--- src/rtl/wb_rr_arbiter.sv ---
// wb_rr_arbiter: three-master round-robin Wishbone arbiter.
// Ownership is granted per Wishbone cycle (framed by cyc) and the granted
// master is muxed onto a single slave port. A watchdog aborts any transfer
// whose strobe stays un-acked for timeout_cycles consecutive cycles.
module wb_rr_arbiter #(
  parameter int adr_w          = 32,
  parameter int timeout_cycles = 255
) (
  input  logic             clk,
  input  logic             reset,
  // master 0
  input  logic [adr_w-1:0] m0_adr_i,
  input  logic [31:0]      m0_dat_i,
  input  logic [3:0]       m0_sel_i,
  input  logic             m0_we_i,
  input  logic             m0_cyc_i,
  input  logic             m0_stb_i,
  output logic [31:0]      m0_dat_o,
  output logic             m0_ack_o,
  output logic             m0_err_o,
  // master 1
  input  logic [adr_w-1:0] m1_adr_i,
  input  logic [31:0]      m1_dat_i,
  input  logic [3:0]       m1_sel_i,
  input  logic             m1_we_i,
  input  logic             m1_cyc_i,
  input  logic             m1_stb_i,
  output logic [31:0]      m1_dat_o,
  output logic             m1_ack_o,
  output logic             m1_err_o,
  // master 2
  input  logic [adr_w-1:0] m2_adr_i,
  input  logic [31:0]      m2_dat_i,
  input  logic [3:0]       m2_sel_i,
  input  logic             m2_we_i,
  input  logic             m2_cyc_i,
  input  logic             m2_stb_i,
  output logic [31:0]      m2_dat_o,
  output logic             m2_ack_o,
  output logic             m2_err_o,
  // shared slave port
  output logic [adr_w-1:0] s_adr_o,
  output logic [31:0]      s_dat_o,
  output logic [3:0]       s_sel_o,
  output logic             s_we_o,
  output logic             s_cyc_o,
  output logic             s_stb_o,
  input  logic [31:0]      s_dat_i,
  input  logic             s_ack_i,
  // status
  output logic [2:0]       gnt_o
);

  // A zero timeout disables the watchdog entirely.
  localparam bit          WD_EN    = (timeout_cycles != 0);
  // Count value at which one more un-acked strobe cycle triggers the abort.
  localparam logic [15:0] TMO_LAST = 16'(timeout_cycles - 1);

  typedef enum logic {
    IDLE = 1'b0,
    BUSY = 1'b1
  } state_t;

  state_t      state_reg,   state_next;
  logic [1:0]  owner_reg,   owner_next;
  logic [1:0]  last_reg,    last_next;
  logic [15:0] tmo_cnt_reg, tmo_cnt_next;
  logic [2:0]  err_q_reg,   err_q_next;

  // Per-master request lines gathered into indexable arrays so the mux and
  // the arbitration scan can be written once for all masters.
  logic [adr_w-1:0] adr_vec [3];
  logic [31:0]      dat_vec [3];
  logic [3:0]       sel_vec [3];
  logic [2:0]       we_vec;
  logic [2:0]       cyc_vec;
  logic [2:0]       stb_vec;
  logic [2:0]       ack_vec;

  assign adr_vec[0] = m0_adr_i;
  assign adr_vec[1] = m1_adr_i;
  assign adr_vec[2] = m2_adr_i;
  assign dat_vec[0] = m0_dat_i;
  assign dat_vec[1] = m1_dat_i;
  assign dat_vec[2] = m2_dat_i;
  assign sel_vec[0] = m0_sel_i;
  assign sel_vec[1] = m1_sel_i;
  assign sel_vec[2] = m2_sel_i;
  assign we_vec     = {m2_we_i,  m1_we_i,  m0_we_i};
  assign cyc_vec    = {m2_cyc_i, m1_cyc_i, m0_cyc_i};
  assign stb_vec    = {m2_stb_i, m1_stb_i, m0_stb_i};

  logic busy;
  logic owner_cyc;
  logic owner_stb;
  logic any_req;

  assign busy      = (state_reg == BUSY);
  assign owner_cyc = cyc_vec[owner_reg];
  assign owner_stb = stb_vec[owner_reg];
  assign any_req   = |cyc_vec;

  // Successor of a master index in the 0 -> 1 -> 2 -> 0 rotation.
  function automatic logic [1:0] next_idx(input logic [1:0] idx);
    return (idx == 2'd2) ? 2'd0 : idx + 2'd1;
  endfunction

  logic [1:0] cand1;
  logic [1:0] cand2;
  logic [1:0] cand3;
  logic [1:0] pick;

  // Round-robin scan starting just after the last granted master; the last
  // master itself is considered only when nobody else is asking.
  always_comb begin
    cand1 = next_idx(last_reg);
    cand2 = next_idx(cand1);
    cand3 = next_idx(cand2);
    pick  = cand3;
    if (cyc_vec[cand1]) begin
      pick = cand1;
    end else if (cyc_vec[cand2]) begin
      pick = cand2;
    end
  end

  // State registers; asynchronous reset puts every output at its idle value
  // immediately and makes m0 the first master in the rotation.
  always_ff @(posedge clk or posedge reset) begin
    if (reset) begin
      state_reg   <= IDLE;
      owner_reg   <= 2'd0;
      last_reg    <= 2'd2;
      tmo_cnt_reg <= 16'd0;
      err_q_reg   <= 3'b000;
    end else begin
      state_reg   <= state_next;
      owner_reg   <= owner_next;
      last_reg    <= last_next;
      tmo_cnt_reg <= tmo_cnt_next;
      err_q_reg   <= err_q_next;
    end
  end

  // Next-state logic: grant in IDLE, release on cyc drop or watchdog abort.
  always_comb begin
    state_next   = state_reg;
    owner_next   = owner_reg;
    last_next    = last_reg;
    tmo_cnt_next = tmo_cnt_reg;
    err_q_next   = 3'b000;   // error pulses last exactly one cycle
    unique case (state_reg)
      IDLE: begin
        tmo_cnt_next = 16'd0;
        if (any_req) begin
          owner_next = pick;
          last_next  = pick;
          state_next = BUSY;
        end
      end
      BUSY: begin
        if (!owner_cyc) begin
          // Owner closed its cycle; go back to arbitration.
          state_next   = IDLE;
          tmo_cnt_next = 16'd0;
        end else if (s_ack_i) begin
          // Any ack restarts the stall window, even on the deadline cycle.
          tmo_cnt_next = 16'd0;
        end else if (WD_EN && owner_stb) begin
          if (tmo_cnt_reg == TMO_LAST) begin
            err_q_next   = 3'b001 << owner_reg;
            state_next   = IDLE;
            tmo_cnt_next = 16'd0;
          end else begin
            tmo_cnt_next = tmo_cnt_reg + 16'd1;
          end
        end
        // Owner holding cyc with stb low is a legal bus lock: no counting.
      end
      default: begin
        state_next = IDLE;
      end
    endcase
  end

  // Slave-side mux follows owner even in IDLE; only cyc/stb are gated.
  assign s_adr_o = adr_vec[owner_reg];
  assign s_dat_o = dat_vec[owner_reg];
  assign s_sel_o = sel_vec[owner_reg];
  assign s_we_o  = we_vec[owner_reg];
  assign s_cyc_o = busy & owner_cyc;
  assign s_stb_o = busy & owner_stb;

  // Per-master grant decode and ack routing; a stray ack in IDLE is dropped.
  generate
    for (genvar gi = 0; gi < 3; gi++) begin : g_master
      assign gnt_o[gi]   = busy && (owner_reg == 2'(gi));
      assign ack_vec[gi] = gnt_o[gi] & s_ack_i;
    end
  endgenerate

  assign m0_ack_o = ack_vec[0];
  assign m1_ack_o = ack_vec[1];
  assign m2_ack_o = ack_vec[2];

  assign m0_err_o = err_q_reg[0];
  assign m1_err_o = err_q_reg[1];
  assign m2_err_o = err_q_reg[2];

  // Read data is broadcast; only the acked master will consume it.
  assign m0_dat_o = s_dat_i;
  assign m1_dat_o = s_dat_i;
  assign m2_dat_o = s_dat_i;

endmodule

--- config.mk ---
export PLATFORM = sky130hd
export DESIGN_NAME = wb_rr_arbiter
export DESIGN_NICKNAME = d
export VERILOG_FILES = /design/src/rtl/wb_rr_arbiter.sv
export SDC_FILE = /design/constraint.sdc
export NUM_CORES = 1
export LEC_CHECK = 0
export BUFFER_PORTS_ARGS = -buffer_cell sky130_fd_sc_hd__buf_2
export CAP_MARGIN = 10
export CORE_AREA = 2 2 165 167
export DETAILED_ROUTE_END_ITERATION = 8
export DIE_AREA = 0 0 167 169
export PLACE_DENSITY = 0.5
export SLEW_MARGIN = 40
export SYNTH_ARGS = -nofsm -noshare
export SYNTH_HDL_FRONTEND = slang
export SYNTH_SLANG_ARGS = --single-unit
--- constraint.sdc ---
create_clock -name clk -period 1.7 [get_ports clk]
set_clock_uncertainty 0.15 [all_clocks]
set_input_delay 0.17 -clock clk [delete_from_list [all_inputs] [get_ports clk]]
set_output_delay 0.17 -clock clk [all_outputs]
set_load 0.01 [all_outputs]
==> summary.txt <==
Design Area, Final: 6460 µm²
Largest net degree at the start of global routing: 32
Area contributors post-synth: buf_4 21%, mux2i_1 20%, dfrtp_1 16%, o21ai_0 10%, nand2_1 9.0%
Top cell type by total area after synthesis: buf_4
CTS tree: built
Data required, critical path: 1.38 ns
DR vias: 4585
CP Cell Sequence: buf_12 -> buf_12 -> clkbuf_16 -> mux2i_1 -> o21ai_1 -> buf_2
Yosys reg bits: 23
First-pass GRT wire length: 26600 µm
Initial Util: 0.133
Routed vias/inst: 4.16
Synth cell count leaders: 98 x buf_4, 85 x nand2_1, 72 x o21ai_0, 71 x mux2i_1, 22 x dfrtp_1
Synthesized cell area: 3530 µm²
Outcome: finished, violations left
Hold Vio Cnt, Final: 0
Crit path largest cell delay: 0.52 ns
Final WS setup: -0.298 ns
H-tree lvl count: 1
Share of cells above drive strength 1: 0.657
Sequential fraction of the synthesis area: 0.163
DRC viols: 0
CORE AREA: 26500 µm²
Worst-path maximum fanout: 7
Lkg Pwr: 3.07 nW
Count leader, synth: buf_4
Primary FF master, synth: dfrtp_1
# diodes: 0
Nets: 1012
Die Height: 169 µm
Area Overhead vs Synth: 83.1%
Pre-antenna DRT Iters: 4
Buf/Inv on CP: 4
Peak supply drop: 0.000840 V
Final setup violation count: 97
CP arrival: 1.68 ns
Setup CP Type: reg -> out
Slew HR: 0.765
TritonCTS buffer count: 3
Die width: 167 µm
Insertion delay to the later sink of the worst-skew pair: 0.26 ns
Syn avg cell area: 7.22 µm²
CTS root buf: clkbuf_16
Crit path capture type: output pin
DPL Wire Length: 14000 µm
Fin Hold WS: 0.0518 ns
Clock sink total: 23
Failing checks: setup timing
Clk buf depth: 2
Tcrit/Tclk final: 1.18
Drt first-iter violations: 188
YS warnings: 0
Die footprint: 28200 µm²
Pwr Density: 1450 nW/µm²
Fmax: 501 MHz
Delay-heaviest family, CP: buffers and inverters
Initial antenna violation count: 0
Routed len/inst: 17.9 µm
Max FFs per register: 16
Top cell type's share of synthesized area: 0.208
Tot GR Track Use: 0.123
Worst min path class: in -> reg
Netlist cell types: 46
IO Pins: 424
Setup WS pre-CTS: -0.308 ns
Mapped Cells: 489
Routed wire length: 19700 µm
Most frequent CP cell: buf_12
Port buffer count: 295
# fillers: 2889
Row cnt: 60
Overflow after GRT: 0
Fin crit period: 2.00 ns
Post-synth ARST share: 1.00
Gpl congestion: 0.816
Crit start category: flop
Clock-pin slew on the worst setup and hold paths: 0.06 ns
DP Area: 5180 µm²
RSZ-0062 raised after global routing: yes
Max-cap viol count: 0
Slowest-stage cell, CP: dfrtp_4
Slew Viols, Final: 0
Actual slew at the worst max-slew pin: 0.353 ns
Syn_nets: 739
Antenna-violating nets left: 0
Vias in the first global route: 4381
EDFF count, synth: 0
[cell usage in the layout, fill, tap and decap left out, types with 6 or more instances in the layout]
master,n
nand2_2,13
nand3_1,8
buf_6,33
nor2_1,9
nand4_1,7
nand2_1,65
o21ai_0,18
nand3_2,6
a31oi_1,8
nand2_4,7
o21ai_1,38
dfrtp_1,18
a21oi_1,6
mux2i_4,9
buf_4,54
mux2i_1,58
o21ai_2,12
buf_12,10
buf_2,286
[timing repair]
action / 4_1_cts / 5_1_grt
buffers inserted: 20 / 7
gates cloned: 8 / 2
pin swaps: 52 / 24
endpoints found under the hold margin: 22 / 0
endpoints found under the setup margin: 95 / 97
hold buffers: 1 / 0
gates resized for setup: 174 / 64
[per-stage QoR]
stage               std cells  TNS [ns]  utilization  power [mW]
finish                   1102    -18.77        0.244        9.38
global route             1102    -24.99        0.244        9.98
CTS                      1094    -19.36        0.232        8.98
detailed placement       1068     -6.91        0.195        6.25
global placement         1068     -6.30        0.195        6.24
floorplan                 489   -0.0929            -        3.80
[final timing paths]
kind                                     startpoint                          to  slack (ns)  cells after the start
setup / recovery           owner_reg[0]$_DFFE_PP0P_                 s_adr_o[29]       -0.30                      6
hold / removal                             m1_cyc_i    owner_reg[0]$_DFFE_PP0P_        0.05                      3
setup reg to reg           owner_reg[0]$_DFFE_PP0P_  tmo_cnt_reg[5]$_DFFE_PP0P_       -0.27                      6
hold reg to reg             last_reg[1]$_DFFE_PP1P_     last_reg[1]$_DFFE_PP1P_        0.42                      1
max in group asynchronous                     reset     last_reg[1]$_DFFE_PP1P_        0.71                      4
min in group asynchronous                     reset      err_q_reg[2]$_DFF_PP0_        0.38                      4
[power by group]
part	switching [mW]	internal (mW)	leakage (nW)
combinational	4.17	4.00	2.73
sequential	0.0592	0.620	0.306
clock	0.210	0.321	0.0382
total	4.44	4.94	3.07
[logic make-up (layout without fill, tap and decap cells)]
group,after synthesis,in the layout,synth area share
mux,72,72,0.205
buf+inv,134,406,0.250
fa+ha+maj,2,2,0.00709
compound gates,106,106,0.168
simple gates,152,152,0.208
flops,23,23,0.163
[final cells by class]
| class | count | area [µm²] | area share |
|---|---|---|---|
| tap | 341 | 427 | 0.0660 |
| timing repair buffer | 396 | 2700 | 0.418 |
| multi-input combinational | 332 | 2640 | 0.409 |
| clock buffer | 4 | 78.8 | 0.0122 |
| sequential | 23 | 584 | 0.0904 |
| inverter | 6 | 25.0 | 0.00387 |
[metal layers]
| metal | vias to the layer above | wire (µm) | global-route usage |
|---|---|---|---|
| met1 | 2099 | 8100 | 0.151 |
| li1 | 2165 | - | - |
| met4 | 0 | 636 | 0.0435 |
| met2 | 267 | 9450 | 0.215 |
| met5 | - | 0 | 0 |
| met3 | 54 | 1540 | 0.0248 |
[worst min-delay path: stages]
cell     delay (ns)
buf_2          0.13
inv_1          0.05
o21ai_0        0.07
Note: power is estimated with default switching activity, not from simulation.
